## src/rtl/alu_op_sequencer.sv

```systemverilog
// alu_op_sequencer
// Multi-cycle controller for the external 4-bit, 8-operation ALU. It owns a
// 4 x 4-bit register file. It accepts one instruction at a time and walks
// IDLE -> DECODE -> EXEC -> WB. In DECODE it reads the operands, in EXEC it
// captures the ALU result, and in WB it writes the result back and reports it.
//
// Ports:
//   clk, rst               clock; synchronous active-high reset
//   in_valid/in_ready      instruction handshake (ready only in IDLE)
//   in_instr[8:0]          {op[8:6], rd[5:4], rs[3:2], rt[1:0]}
//   alu_rs/alu_rt/alu_sel  registered operands and opcode to the external ALU
//   alu_rd                 combinational result from the external ALU
//   host_we/addr/wdata     host register write, honoured only in IDLE
//   dbg_addr/dbg_data      combinational register read port
//   done                   one-cycle pulse during WB
//   result                 last written-back value
//   retired                count of completed instructions (wraps)
module alu_op_sequencer #(
  parameter int CNT_W = 8
) (
  input  logic             clk,
  input  logic             rst,
  input  logic             in_valid,
  output logic             in_ready,
  input  logic [8:0]       in_instr,
  output logic [3:0]       alu_rs,
  output logic [3:0]       alu_rt,
  output logic [2:0]       alu_sel,
  input  logic [3:0]       alu_rd,
  input  logic             host_we,
  input  logic [1:0]       host_addr,
  input  logic [3:0]       host_wdata,
  input  logic [1:0]       dbg_addr,
  output logic [3:0]       dbg_data,
  output logic             done,
  output logic [3:0]       result,
  output logic [CNT_W-1:0] retired
);

  typedef enum logic [1:0] {IDLE, DECODE, EXEC, WB} state_t;

  state_t           state, next_state;
  logic [8:0]       instr_q;
  logic [3:0]       regs [4];
  logic [3:0]       result_q;
  logic [CNT_W-1:0] retired_q;

  logic [2:0] op;
  logic [1:0] rd, rs, rt;
  logic       accept;

  assign op     = instr_q[8:6];
  assign rd     = instr_q[5:4];
  assign rs     = instr_q[3:2];
  assign rt     = instr_q[1:0];
  assign accept = in_valid && in_ready;

  always_ff @(posedge clk) begin
    if (rst) state <= IDLE;
    else     state <= next_state;
  end

  always_comb begin
    next_state = state;
    in_ready   = 1'b0;
    done       = 1'b0;
    case (state)
      IDLE: begin
        in_ready = 1'b1;
        if (in_valid) next_state = DECODE;
      end
      DECODE: next_state = EXEC;
      EXEC:   next_state = WB;
      WB: begin
        done       = 1'b1;
        next_state = IDLE;
      end
      default: next_state = IDLE;
    endcase
  end

  // The result is captured at the end of EXEC, so it is already visible
  // during WB. It then holds until the next instruction reaches WB.
  // A host write and a WB write can never collide, because the host port
  // is only open in IDLE.
  always_ff @(posedge clk) begin
    if (rst) begin
      instr_q   <= '0;
      for (int i = 0; i < 4; i++) regs[i] <= '0;
      alu_rs    <= '0;
      alu_rt    <= '0;
      alu_sel   <= '0;
      result_q  <= '0;
      retired_q <= '0;
    end else begin
      if (state == IDLE && host_we) regs[host_addr] <= host_wdata;
      if (accept) instr_q <= in_instr;
      if (state == DECODE) begin
        alu_rs  <= regs[rs];
        alu_rt  <= regs[rt];
        alu_sel <= op;
      end
      if (state == EXEC) result_q <= alu_rd;
      if (state == WB) begin
        regs[rd]  <= result_q;
        retired_q <= retired_q + CNT_W'(1);
      end
    end
  end

  assign dbg_data = regs[dbg_addr];
  assign result   = result_q;
  assign retired  = retired_q;

endmodule
```

## config.mk

```make
export PLATFORM = sky130hd
export DESIGN_NAME = alu_op_sequencer
export DESIGN_NICKNAME = d
export VERILOG_FILES = /design/src/rtl/alu_op_sequencer.sv
export SDC_FILE = /design/constraint.sdc
export NUM_CORES = 1
export LEC_CHECK = 0
export CORE_MARGIN = 2
export CORE_UTILIZATION = 45
export DETAILED_ROUTE_END_ITERATION = 10
export PLACE_DENSITY = 0.73
export SETUP_SLACK_MARGIN = 0.5
export SYNTH_ARGS = -nofsm -noshare
export SYNTH_HDL_FRONTEND = slang
export SYNTH_SLANG_ARGS = --single-unit
```

## constraint.sdc

```tcl
create_clock -name clk -period 2.4 [get_ports clk]
set_clock_uncertainty 0.15 [all_clocks]
set_input_delay 0.6 -clock clk [delete_from_list [all_inputs] [get_ports clk]]
set_output_delay 0.6 -clock clk [all_outputs]
set_load 0.1 [all_outputs]
```

# After elaboration in Yosys (flattened, before gate mapping)
# Memories as Yosys holds them, arrays and structs flattened. A register that Yosys moved wholly into a read port is not among the register bits.
# Cells that the tools add are included.
[op_classes]
addsub = 1
mul = 0
div = 0
n_lt_le_gt_ge = 0
eq_ne = 4
n_shift = 0
muxes = 17
bitwise = 0
reduce_logical = 5
[op_table]
columns = ["cell", "count"]
rows = [
  ["two-way mux 1 bit", 11],
  ["adder 8 x 1 -> 8 bit, second input constant", 1],
  ["two-way mux 4 bit", 2],
  ["case mux 2 bit (4 select lines)", 1],
  ["OR reduction 4 bit", 2],
  ["two-way mux 2 bit", 3],
  ["== test 2 bit, second input constant", 2],
  ["== test 2 x 1 -> 1 bit, second input constant", 1],
  ["logical AND 1 bit", 2],
  ["logical NOT 2 bit", 1],
  ["!= test 2 bit, second input constant", 1],
]
[totals]
register_bits = 26
latchBits = 0
mem_bits_rw = 16
mem_bits_ro = 0
input_bits = 25
output_inout_bits = 29
elab_cells = 33
n_memories = 1
[memory_table]
columns = ["name", "words", "word_bits", "read_ports", "rd_clocked_by_memory_dff", "write_ports", "line", "source"]
rows = [
  ["regs", 4, 4, 3, 2, 4, "44", "logic [3:0] regs [4];"],
]

# Depth between registers and ports, before layout
# Gate-level depths: netlist (run 1).
[logic_depth]
depth_word = 8
mapped_depth = 7
depth_no_buf = 5

# Least setup slack after synthesis (run 1)
# No wires, ideal clock.
[synth_timing]
kind = "reg2reg"
from = "register state[0]"
to = "memory regs[2][0], enable pin"
setup_time_ps = 309
t_arrival_ps = 2126
t_required_ps = 1941
slack_ps = -184
path_stages_with_launch = 7
path_buffers = 1
synth_period_minus_slack_ps = 2584
cell_sequence = "dfxtp_1 inv_1 ha_1 buf_2 and4bb_2 o221ai_1 nand2_1"
[synth_rtl]
columns = ["item", "line", "source"]
rows = [
  ["start, declared", "42", "state_t state, next_state;"],
  ["start signal, assigned", "60", "else state <= next_state;"],
  ["end, declared", "44", ""],
]

==> results of run 1 <==
[synth_stat cells]
| cell | n | area (um2) |
|---|---|---|
| o2bb2ai_1 | 1 | 8.760 |
| nand4b_1 | 5 | 43.79 |
| buf_4 | 1 | 7.510 |
| dfxtp_1 | 34 | 680.7 |
| nor2_1 | 35 | 131.4 |
| a21boi_0 | 1 | 7.510 |
| buf_2 | 7 | 35.03 |
| nand4_4 | 1 | 21.27 |
| clkbuf_1 | 2 | 7.510 |
| xnor2_1 | 1 | 8.760 |
| nand2b_1 | 2 | 12.51 |
| mux2i_1 | 17 | 170.2 |
| o21ai_0 | 4 | 20.02 |
| inv_1 | 7 | 26.28 |
| nor2b_1 | 2 | 12.51 |
| edfxtp_1 | 16 | 480.5 |
| or3_1 | 3 | 18.77 |
| and4bb_2 | 2 | 25.02 |
| a211oi_1 | 1 | 7.510 |
| nand3b_1 | 1 | 7.510 |
| o221ai_1 | 1 | 8.760 |
| nand3_1 | 11 | 55.05 |
| a21oi_1 | 13 | 65.06 |
| xor2_1 | 3 | 26.28 |
| ha_1 | 6 | 75.07 |
| a21o_1 | 4 | 30.03 |
| nand2_1 | 19 | 71.32 |
| buf_1 | 3 | 11.26 |
| mux4_2 | 12 | 270.3 |
| o22ai_1 | 1 | 6.260 |
| nand4_1 | 2 | 12.51 |
[flip-flops by register name, summed over array words and instances, names as in the netlist]
name and flops:
instr_q 9, regs 16, retired 8, result 4
alu_sel 3, alu_rs 4, state 2, alu_rt 4
[repair_timing]
| action | in CTS | in global routing |
|---|---|---|
| setup endpoints to repair | 10 | 18 |
| pin swaps | 3 | 3 |
| setup buffers | 9 | 6 |
| gates resized for setup | 11 | 8 |
[final cells by class]
class / count / area (um2) / share of cell area, %
clock buffers: 7 / 107.6 / 3.238
inverters: 7 / 31.28 / 0.9413
clock inverters: 1 / 30.03 / 0.9036
flip-flops and latches: 50 / 1172 / 35.28
multi-input cells: 148 / 1221 / 36.75
well taps: 70 / 87.58 / 2.636
repair buffers: 72 / 673.1 / 20.26
[power groups by stage]
stage	Combinational, mW	Sequential, mW	Clock (mW)
final	1.59	1.15	0.670
after floorplan	0.836	1.45	0
after global routing	1.68	1.17	0.717
after CTS	1.55	1.14	0.687
after global placement	1.44	1.16	0
after detailed placement	1.46	1.17	0
[logic make-up (layout without fill, tap and decap cells)]
group	Yosys count	count (layout)	synth area share, %
and+or+nand+nor	83	83	17.41
DFF	50	50	49.10
muxes	29	29	18.62
AOI/OAI and AO/OA	26	26	6.508
buffers and inverters	20	87	3.704
adders and majority gates	6	6	3.175
xor gates and xnor gates	4	4	1.482
[per-layer routing]
layer / vias up / routed length [um] / GRT usage (%) / part of all wire [%]
li1: 913 / - / - / -
met1: 889 / 2230 / 23.17 / 43
met2: 55 / 2622 / 30.44 / 50
met3: 4 / 324 / 5.450 / 6.2
met4: 0 / 37 / 5.273 / 0.71
met5: - / 0 / 0 / 0
[stage by stage]
step	setup TNS [ps]	std cells
2_1_floorplan	0	218
3_5_place_dp	-1360	332
4_1_cts	0	349
5_1_grt	0	355
3_3_place_gp	-1361	332
6_report	0	355
[final timing paths]
path	start	end	slack, ps
hold / removal	instr_q[8]	instr_q[8]	310
hold reg to reg	instr_q[8]	instr_q[8]	310
setup / recovery	regs[3][0]	dbg_data[0]	210
setup reg to reg	state[1]	regs[1][1]	560
[worst min-delay path, stage by stage (launching register included)]
cell and delay (ps):
dfxtp_1 320, nand2_1 50, a21oi_1 50
==> flow_results.xml, run 1 <==
<?xml version="1.0" encoding="UTF-8"?>
<metrics>
  <group name="drt">
    <metric name="wl_per_cell" unit="um">14.69</metric>
    <metric name="vias" unit="">1861</metric>
    <metric name="via_per_inst" unit="">5.242</metric>
    <metric name="finalWirelength" unit="um">5215</metric>
    <metric name="drt_drc_violations_left" unit="">0</metric>
    <metric name="dr.first_iter.drc_count" unit="">87</metric>
    <metric name="drt.antenna.violating_nets" unit="">0</metric>
    <metric name="detailedRoute.firstPassIterationCount" unit="">6</metric>
  </group>
  <group name="pwr">
    <metric name="p_int" unit="mW">2.032</metric>
    <metric name="pleak" unit="nW">1.307</metric>
    <metric name="p_per_area" unit="nW/um2">1026</metric>
    <metric name="share_seq_of_total_power" unit="%">33.7</metric>
    <metric name="max-vdd-ir-drop" unit="uV">456.3</metric>
    <metric name="share_comb_of_total_power" unit="%">46.6</metric>
    <metric name="fin_total_pwr" unit="mW">3.411</metric>
    <metric name="power.switching" unit="mW">1.379</metric>
    <metric name="pwr-share-clk" unit="%">19.7</metric>
    <metric name="power_switching_share" unit="%">40.43</metric>
  </group>
  <group name="finish">
    <metric name="num-fill-cells" unit="">431</metric>
    <metric name="post_route_cells_drive_above_1_share" unit="%">31.58</metric>
    <metric name="final_common_cell" unit="">buf_4</metric>
    <metric name="num_antenna_cells" unit="">0</metric>
    <metric name="design.final.nets" unit="">315</metric>
    <metric name="area_growth" unit="%">40.53</metric>
    <metric name="most-common-layout-cells" unit="">41 x buf_4, 35 x nor2_1, 29 x dfxtp_1</metric>
    <metric name="utilization" unit="%">65.48</metric>
    <metric name="design_area" unit="um2">3323</metric>
  </group>
  <group name="synth">
    <metric name="ys_ff_latch" unit="">50</metric>
    <metric name="avgSynthCellArea" unit="um2">10.85</metric>
    <metric name="synthCells" unit="">218</metric>
    <metric name="synth.cell_area" unit="um2">2365</metric>
    <metric name="synth-warning-count" unit="">0</metric>
    <metric name="postSynthNetCount" unit="">249</metric>
    <metric name="synth.yosys.seq_area_share" unit="%">49.10</metric>
    <metric name="number_of_distinct_library_cells_after_synthesis" unit="">31</metric>
  </group>
  <group name="sta">
    <metric name="finalCriticalPeriod" unit="ps">2191</metric>
    <metric name="report.final.hold_viol_count" unit="">0</metric>
    <metric name="finalSetupViolCount" unit="">0</metric>
    <metric name="min_period_over_period" unit="%">91.27</metric>
    <metric name="timing.final.max_slew_violations" unit="">0</metric>
    <metric name="max_freq" unit="MHz">456.5</metric>
    <metric name="finalWorstSetupSlack" unit="ps">209.4</metric>
    <metric name="max_slew.worst_pin.slew" unit="ps">690.3</metric>
    <metric name="rsz0062_at_grt" unit="">true</metric>
    <metric name="max_slew_margin" unit="%">53.98</metric>
    <metric name="hold_ws" unit="ps">314.8</metric>
  </group>
  <group name="global_route">
    <metric name="first_global_vias" unit="">1774</metric>
    <metric name="antenna_found_initial" unit="">0</metric>
    <metric name="grt_overflow" unit="">0</metric>
    <metric name="global_route_wire_length_before_repair" unit="um">8597</metric>
    <metric name="grtUsageTotal" unit="%">18.31</metric>
    <metric name="grt_start_max_net_pins" unit="">23</metric>
  </group>
  <group name="worst_setup_path">
    <metric name="worst_reg_to_reg_path_cell_count" unit="">4</metric>
    <metric name="timing_worst_setup_path_type" unit="">flip-flop to output port</metric>
    <metric name="timing.critical_path.to_type" unit="">output port</metric>
    <metric name="worst-path-stages" unit="">2</metric>
    <metric name="worst_path_dominant_cell_family" unit="">multiplexers</metric>
    <metric name="crit_arrival" unit="ps">1440</metric>
    <metric name="critical_path_required" unit="ps">1650</metric>
    <metric name="critPathSlowestCell" unit="">mux4_2</metric>
    <metric name="critical_path.n_buffers_inverters" unit="">1</metric>
    <metric name="path_max_fanout" unit="">3</metric>
    <metric name="delay_of_the_slowest_cell_on_the_worst_path" unit="ps">530</metric>
    <metric name="crit_path_start_kind" unit="">flip-flop</metric>
    <metric name="path_cells" unit="">mux4_2 -&gt; buf_12</metric>
  </group>
  <group name="cts">
    <metric name="clock_path_buffers" unit="">2</metric>
    <metric name="clock_tree.root_cell" unit="">clkbuf_8</metric>
    <metric name="tritoncts" unit="">yes</metric>
    <metric name="htreeDepth" unit="">2</metric>
    <metric name="number_of_sinks_on_the_clock_net" unit="">50</metric>
    <metric name="clock_slew_seen_by_the_registers_of_the_worst_setup_and_hold_paths" unit="ps">90</metric>
    <metric name="clock_latency_late_sink" unit="ps">300</metric>
    <metric name="cts.hold.buffers_added" unit="">0</metric>
    <metric name="cts_buffers" unit="">5</metric>
  </group>
  <group name="hold_path">
    <metric name="hold_path_class" unit="">flip-flop to flip-flop</metric>
    <metric name="hold_path_depth" unit="">2</metric>
  </group>
  <group name="flow_run">
    <metric name="cap_violations" unit="">0</metric>
  </group>
  <group name="die">
    <metric name="die_x" unit="um">76.49</metric>
    <metric name="top_level_ports" unit="">54</metric>
    <metric name="design.core.area" unit="um2">5075</metric>
    <metric name="placementRows" unit="">26</metric>
    <metric name="initial_core_utilization" unit="%">46.60</metric>
    <metric name="die_height" unit="um">76.49</metric>
    <metric name="total_die_area" unit="um2">5851</metric>
  </group>
  <group name="placed_design">
    <metric name="gp_routability_congestion" unit="">0.7800</metric>
    <metric name="port_buffers" unit="">53</metric>
    <metric name="dp_hpwl" unit="um">3734</metric>
    <metric name="place_ws" unit="ps">-350.7</metric>
    <metric name="placed_cell_area" unit="um2">3029</metric>
  </group>
  <group name="status">
    <metric name="run_status" unit="">finished, final reports clean</metric>
  </group>
</metrics>
Power figures use the tool's default switching activity.
==> run 2, diff against run 1 <==
Settings changed: SETUP_SLACK_MARGIN 0.5 to not set.
==> run 2 against run 1 <==
Critical path depth is 1 higher. Cell count is 2.5% lower. Flip-flop and latch count stayed put. Register-to-register slack worse by 80 ps. Via count is 4.1% lower. Count of clock-buffer cells in the layout is 1 lower. Core utilization is 4.4 points lower. Critical path type is now primary input to output port. Critical endpoint unchanged.
==> flow_results.xml, run 2 (synthesis gave the netlist of run 1 again) <==
<?xml version="1.0" encoding="UTF-8"?>
<metrics>
  <group name="finish">
    <metric name="post_route_cells_drive_above_1_share" unit="%">23.55</metric>
    <metric name="stdcell_count" unit="">346</metric>
    <metric name="num_antenna_cells" unit="">0</metric>
    <metric name="largest-register" unit="">regs</metric>
    <metric name="num-fill-cells" unit="">448</metric>
    <metric name="most-common-layout-cells" unit="">35 x nor2_1, 34 x dfxtp_1, 33 x buf_4</metric>
    <metric name="area_growth" unit="%">31.06</metric>
    <metric name="final_common_cell" unit="">nor2_1</metric>
    <metric name="design.final.nets" unit="">306</metric>
    <metric name="largest_register_ff_count" unit="">16</metric>
    <metric name="design_area" unit="um2">3099</metric>
  </group>
  <group name="drt">
    <metric name="dr.first_iter.drc_count" unit="">83</metric>
    <metric name="vias" unit="">1784</metric>
    <metric name="drt_drc_violations_left" unit="">0</metric>
    <metric name="via_per_inst" unit="">5.156</metric>
    <metric name="detailedRoute.firstPassIterationCount" unit="">4</metric>
    <metric name="finalWirelength" unit="um">4942</metric>
    <metric name="drt.antenna.violating_nets" unit="">0</metric>
    <metric name="wl_per_cell" unit="um">14.28</metric>
  </group>
  <group name="worst_setup_path">
    <metric name="path_max_fanout" unit="">4</metric>
    <metric name="worst-r2r-setup-slack" unit="ps">480</metric>
    <metric name="worst_reg_to_reg_path_cell_count" unit="">7</metric>
    <metric name="timing_worst_setup_path_type" unit="">primary input to output port</metric>
    <metric name="critical_path.startpoint" unit="">dbg_addr[0]</metric>
    <metric name="timing.critical_path.to_type" unit="">output port</metric>
    <metric name="delay_of_the_slowest_cell_on_the_worst_path" unit="ps">570</metric>
    <metric name="path_cells" unit="">clkdlybuf4s15_2 -&gt; mux4_2 -&gt; buf_12</metric>
    <metric name="critical_path.n_buffers_inverters" unit="">2</metric>
    <metric name="critPathSlowestCell" unit="">mux4_2</metric>
    <metric name="crit_path_start_kind" unit="">primary input</metric>
    <metric name="r2r_start" unit="">state[0]</metric>
    <metric name="worst_path_dominant_cell_family" unit="">multiplexers</metric>
    <metric name="critical_path_required" unit="ps">1650</metric>
    <metric name="regToRegEndpoint" unit="">regs[2][2]</metric>
    <metric name="crit_arrival" unit="ps">1620</metric>
  </group>
  <group name="global_route">
    <metric name="first_global_vias" unit="">1842</metric>
    <metric name="grt_overflow" unit="">0</metric>
    <metric name="grt_start_max_net_pins" unit="">21</metric>
    <metric name="grtUsageTotal" unit="%">18.18</metric>
    <metric name="global_route_wire_length_before_repair" unit="um">8542</metric>
    <metric name="antenna_found_initial" unit="">0</metric>
  </group>
  <group name="sta">
    <metric name="report.final.hold_viol_count" unit="">0</metric>
    <metric name="rsz0062_at_grt" unit="">false</metric>
    <metric name="min_period_over_period" unit="%">98.62</metric>
    <metric name="finalCriticalPeriod" unit="ps">2367</metric>
    <metric name="finalSetupViolCount" unit="">0</metric>
    <metric name="finalWorstSetupSlack" unit="ps">33.12</metric>
    <metric name="max_slew.worst_pin.slew" unit="ps">678.7</metric>
    <metric name="max_slew_margin" unit="%">54.76</metric>
    <metric name="timing.final.max_slew_violations" unit="">0</metric>
    <metric name="max_freq" unit="MHz">422.5</metric>
  </group>
  <group name="die">
    <metric name="die_x" unit="um">76.49</metric>
    <metric name="placementRows" unit="">26</metric>
    <metric name="top_level_ports" unit="">54</metric>
    <metric name="initial_core_utilization" unit="%">46.60</metric>
    <metric name="die_height" unit="um">76.49</metric>
    <metric name="design.core.area" unit="um2">5075</metric>
    <metric name="total_die_area" unit="um2">5851</metric>
  </group>
  <group name="cts">
    <metric name="tritoncts" unit="">yes</metric>
    <metric name="clock_latency_late_sink" unit="ps">300</metric>
    <metric name="htreeDepth" unit="">2</metric>
    <metric name="number_of_sinks_on_the_clock_net" unit="">50</metric>
    <metric name="cts.hold.buffers_added" unit="">0</metric>
    <metric name="clock_tree.root_cell" unit="">clkbuf_8</metric>
    <metric name="clock_slew_seen_by_the_registers_of_the_worst_setup_and_hold_paths" unit="ps">90</metric>
    <metric name="cts_buffers" unit="">5</metric>
    <metric name="clock_path_buffers" unit="">2</metric>
  </group>
  <group name="hold_path">
    <metric name="hold_end" unit="">instr_q[8]</metric>
    <metric name="hold_path_depth" unit="">2</metric>
    <metric name="hold_path_class" unit="">flip-flop to flip-flop</metric>
    <metric name="timing.hold.worst.start" unit="">instr_q[8]</metric>
  </group>
  <group name="flow_run">
    <metric name="cap_violations" unit="">0</metric>
  </group>
  <group name="placed_design">
    <metric name="numPlacedInstances" unit="">338</metric>
    <metric name="placed_cell_area" unit="um2">3004</metric>
    <metric name="place_ws" unit="ps">-372.1</metric>
    <metric name="port_buffers" unit="">53</metric>
    <metric name="gp_routability_congestion" unit="">0.7547</metric>
    <metric name="dp_hpwl" unit="um">3850</metric>
  </group>
  <group name="status">
    <metric name="run_status" unit="">finished, final reports clean</metric>
  </group>
  <group name="pwr">
    <metric name="pleak" unit="nW">1.212</metric>
    <metric name="max-vdd-ir-drop" unit="uV">466.4</metric>
    <metric name="p_per_area" unit="nW/um2">990.8</metric>
  </group>
</metrics>
## run 2: per-stage QoR
step / setup TNS, ps / power, mW / util [%] / hold slack [ps]
3_5_place_dp: -1415 / 2.590 / 59.20 / 306.9
5_1_grt: 0 / 3.222 / 61.07 / 354.0
6_report: 0 / 3.071 / 61.07 / 317.0
2_1_floorplan: 0 / 2.195 / - / 286.0
3_3_place_gp: -1352 / 2.566 / 59.20 / 293.0
4_1_cts: 0 / 3.096 / 61.07 / 319.4
## run 2: per-layer routing
layer / global-route usage, % / up-vias / part of all wire [%]
met4: 7.273 / 0 / 2.1
met2: 30.71 / 54 / 47
met5: 0 / - / 0
met1: 21.17 / 831 / 43
li1: - / 888 / -
met3: 6.280 / 11 / 7.2
## run 2: cell type report
class | instances | area, um2 | area share (%)
sequential | 50 | 1161 | 37.46
multi-input combinational | 148 | 1121 | 36.17
timing repair buffer | 63 | 608.1 | 19.62
tap | 70 | 87.58 | 2.826
clock buffer | 6 | 82.58 | 2.665
inverter | 7 | 26.28 | 0.8478
clock inverter | 2 | 12.51 | 0.4037
## run 2: worst max-delay path by stage
stage	cells after the start	slack (ps)	end
after floorplan	6	70	regs[3][0]
after global placement	3	-350	dbg_data[0]
after detailed placement	3	-370	dbg_data[0]
after CTS	3	20	dbg_data[0]
final	3	30	dbg_data[0]
after global routing	3	3	dbg_data[0]
## run 2: repair_timing
item                       in CTS  in global routing
buffers inserted                0                  0
setup endpoints to repair       4                  0
gates resized for setup         4                  0
## run 2: worst reg2reg max path, cell delays in order, from the launching register on
cell and delay [ps]:
dfxtp_1 350, inv_1 110, ha_2 270, buf_4 240
nand3b_1 100, o221ai_1 230, buf_4 180, nor2_1 50
## run 2: power breakdown
| group | internal, mW | total, mW | switching, mW |
|---|---|---|---|
| Sequential | 1.02 | 1.13 | 0.113 |
| Clock | 0.232 | 0.509 | 0.277 |
| Combinational | 0.505 | 1.43 | 0.928 |
| Total | 1.75 | 3.07 | 1.32 |
==> run 3, diff against run 2 <==
Settings changed: CORE_UTILIZATION 45 to 40, PLACE_DENSITY 0.73 to 0.66.
==> run 3 against run 2 <==
Cell count is 1.2% higher. Register-to-register slack got worse by 140 ps. Critical endpoint unchanged. Non-clock buffer count decreased by 1. Via count down 0.11%. Combinational power hardly changed. Clock power rose by 12%. Sequential power hardly changed. First-iteration DRC count fell by 30%. Wire length fell by 0.16%.
==> flow_results.xml, run 3 (synthesis gave the netlist of run 1 again) <==
<?xml version="1.0" encoding="UTF-8"?>
<metrics>
  <group name="status">
    <metric name="run_status" unit="">finished, final reports clean</metric>
  </group>
  <group name="sta">
    <metric name="max_slew_margin" unit="%">55.53</metric>
    <metric name="tns" unit="ps">0</metric>
    <metric name="rsz0062_at_grt" unit="">false</metric>
    <metric name="hold_ws" unit="ps">311.1</metric>
    <metric name="finalWorstSetupSlack" unit="ps">138.1</metric>
    <metric name="max_freq" unit="MHz">442.1</metric>
    <metric name="max_slew.worst_pin.slew" unit="ps">667.0</metric>
    <metric name="timing.final.max_slew_violations" unit="">0</metric>
    <metric name="finalCriticalPeriod" unit="ps">2262</metric>
    <metric name="finalSetupViolCount" unit="">0</metric>
    <metric name="min_period_over_period" unit="%">94.24</metric>
    <metric name="report.final.hold_viol_count" unit="">0</metric>
  </group>
  <group name="flow_run">
    <metric name="cap_violations" unit="">0</metric>
  </group>
  <group name="finish">
    <metric name="area_growth" unit="%">31.22</metric>
    <metric name="stdcell_count" unit="">350</metric>
    <metric name="utilization" unit="%">53.36</metric>
    <metric name="largest-register" unit="">regs</metric>
    <metric name="design_area" unit="um2">3103</metric>
    <metric name="post_route_cells_drive_above_1_share" unit="%">22.55</metric>
    <metric name="final_common_cell" unit="">nor2_1</metric>
    <metric name="num_antenna_cells" unit="">0</metric>
    <metric name="design.final.nets" unit="">305</metric>
    <metric name="num-fill-cells" unit="">555</metric>
    <metric name="largest_register_ff_count" unit="">16</metric>
    <metric name="most-common-layout-cells" unit="">35 x nor2_1, 34 x dfxtp_1, 32 x buf_4</metric>
  </group>
  <group name="placed_design">
    <metric name="placed_cell_area" unit="um2">3003</metric>
    <metric name="gp_routability_congestion" unit="">0.7926</metric>
    <metric name="port_buffers" unit="">53</metric>
    <metric name="numPlacedInstances" unit="">342</metric>
    <metric name="place_ws" unit="ps">-368.3</metric>
    <metric name="dp_hpwl" unit="um">3821</metric>
  </group>
  <group name="hold_path">
    <metric name="hold_end" unit="">instr_q[6]</metric>
    <metric name="hold_path_depth" unit="">2</metric>
    <metric name="hold_path_class" unit="">flip-flop to flip-flop</metric>
    <metric name="timing.hold.worst.start" unit="">instr_q[6]</metric>
  </group>
  <group name="drt">
    <metric name="vias" unit="">1782</metric>
    <metric name="drt.antenna.violating_nets" unit="">0</metric>
    <metric name="finalWirelength" unit="um">4934</metric>
    <metric name="via_per_inst" unit="">5.091</metric>
    <metric name="detailedRoute.firstPassIterationCount" unit="">4</metric>
    <metric name="dr.first_iter.drc_count" unit="">58</metric>
    <metric name="wl_per_cell" unit="um">14.10</metric>
    <metric name="drt_drc_violations_left" unit="">0</metric>
  </group>
  <group name="worst_setup_path">
    <metric name="r2r_start" unit="">state[0]</metric>
    <metric name="crit_arrival" unit="ps">1510</metric>
    <metric name="worst_path_dominant_cell_family" unit="">multiplexers</metric>
    <metric name="timing_worst_setup_path_type" unit="">primary input to output port</metric>
    <metric name="critical_path_required" unit="ps">1650</metric>
    <metric name="timing.critical_path.to_type" unit="">output port</metric>
    <metric name="path_cells" unit="">buf_2 -&gt; mux4_2 -&gt; buf_12</metric>
    <metric name="regToRegEndpoint" unit="">regs[3][1]</metric>
    <metric name="critPathSlowestCell" unit="">mux4_2</metric>
    <metric name="path_max_fanout" unit="">4</metric>
    <metric name="crit_path_start_kind" unit="">primary input</metric>
    <metric name="worst_reg_to_reg_path_cell_count" unit="">6</metric>
    <metric name="critical_path.n_buffers_inverters" unit="">2</metric>
    <metric name="delay_of_the_slowest_cell_on_the_worst_path" unit="ps">560</metric>
    <metric name="worst-r2r-setup-slack" unit="ps">340</metric>
  </group>
  <group name="cts">
    <metric name="htreeDepth" unit="">2</metric>
    <metric name="cts_buffers" unit="">5</metric>
    <metric name="post_cts_buffers" unit="">0</metric>
    <metric name="clock_tree.root_cell" unit="">clkbuf_8</metric>
    <metric name="tritoncts" unit="">yes</metric>
    <metric name="number_of_sinks_on_the_clock_net" unit="">50</metric>
    <metric name="clock_slew_seen_by_the_registers_of_the_worst_setup_and_hold_paths" unit="ps">90</metric>
    <metric name="clock_path_buffers" unit="">2</metric>
    <metric name="clock_latency_late_sink" unit="ps">290</metric>
  </group>
  <group name="global_route">
    <metric name="global_route_wire_length_before_repair" unit="um">8376</metric>
    <metric name="grt_start_max_net_pins" unit="">28</metric>
    <metric name="grtUsageTotal" unit="%">16.58</metric>
    <metric name="antenna_found_initial" unit="">0</metric>
    <metric name="grt_overflow" unit="">0</metric>
    <metric name="first_global_vias" unit="">1802</metric>
  </group>
  <group name="die">
    <metric name="design.core.area" unit="um2">5816</metric>
    <metric name="initial_core_utilization" unit="%">40.66</metric>
    <metric name="total_die_area" unit="um2">6543</metric>
    <metric name="die_height" unit="um">80.89</metric>
    <metric name="top_level_ports" unit="">54</metric>
    <metric name="die_x" unit="um">80.89</metric>
    <metric name="placementRows" unit="">28</metric>
  </group>
  <group name="pwr">
    <metric name="fin_total_pwr" unit="mW">3.118</metric>
    <metric name="pleak" unit="nW">1.212</metric>
    <metric name="p_per_area" unit="nW/um2">1005</metric>
    <metric name="max-vdd-ir-drop" unit="uV">482.6</metric>
  </group>
</metrics>
## run 3: cell types whose count changed in the layout (fill, tap and decap cells not counted), sizes merged
cell	previous run	this run
clkdlybuf4s15	1	0
bufinv	0	1
clkinv	1	0
clkbuf	6	7
clkinvlp	1	0
## run 3: worst max-delay path by stage
| stage | start | end | slack [ps] | cells after the start |
|---|---|---|---|---|
| final | dbg_addr[0] | dbg_data[0] | 140 | 3 |
| after global routing | dbg_addr[0] | dbg_data[0] | 100 | 3 |
| after floorplan | state[0] | regs[3][0] | 70 | 6 |
| after CTS | dbg_addr[0] | dbg_data[0] | 20 | 3 |
| after global placement | dbg_addr[0] | dbg_data[0] | -360 | 3 |
| after detailed placement | dbg_addr[0] | dbg_data[0] | -370 | 3 |
## run 3: power breakdown
part	leakage [nW]	internal, mW	total (mW)	switching [mW]
combinational	0.716	0.493	1.42	0.923
sequential	0.444	1.02	1.13	0.114
clock	0.0524	0.312	0.572	0.260
## run 3: tightest hold or removal path, stage by stage (launching register included)
cell and delay, ps:
dfxtp_1 320, nand2_1 50, a21oi_1 50
## run 3: layout make-up
class	count	area, um2	share of cell area [%]
sequential	50	1161	37.42
inverter	7	26.28	0.8468
clock buffer	7	76.32	2.460
tap	75	93.84	3.024
multi-input combinational	148	1121	36.13
timing repair buffer	62	594.3	19.15
clock inverter	1	30.03	0.9677
## run 3: what timing repair did
item / in CTS / in global routing
cloned: 0 / 0
endpoints found under the setup margin: 4 / 2
hold buffers: 0 / 0
resized for setup: 4 / 2
## run 3: metal layers
layer,part of all wire [%],up-vias,global-route usage (%)
met5,0,-,0
met4,0.97,0,4.407
met3,7.1,7,5.444
met2,48,49,29.42
met1,43,835,19.19
li1,-,891,-
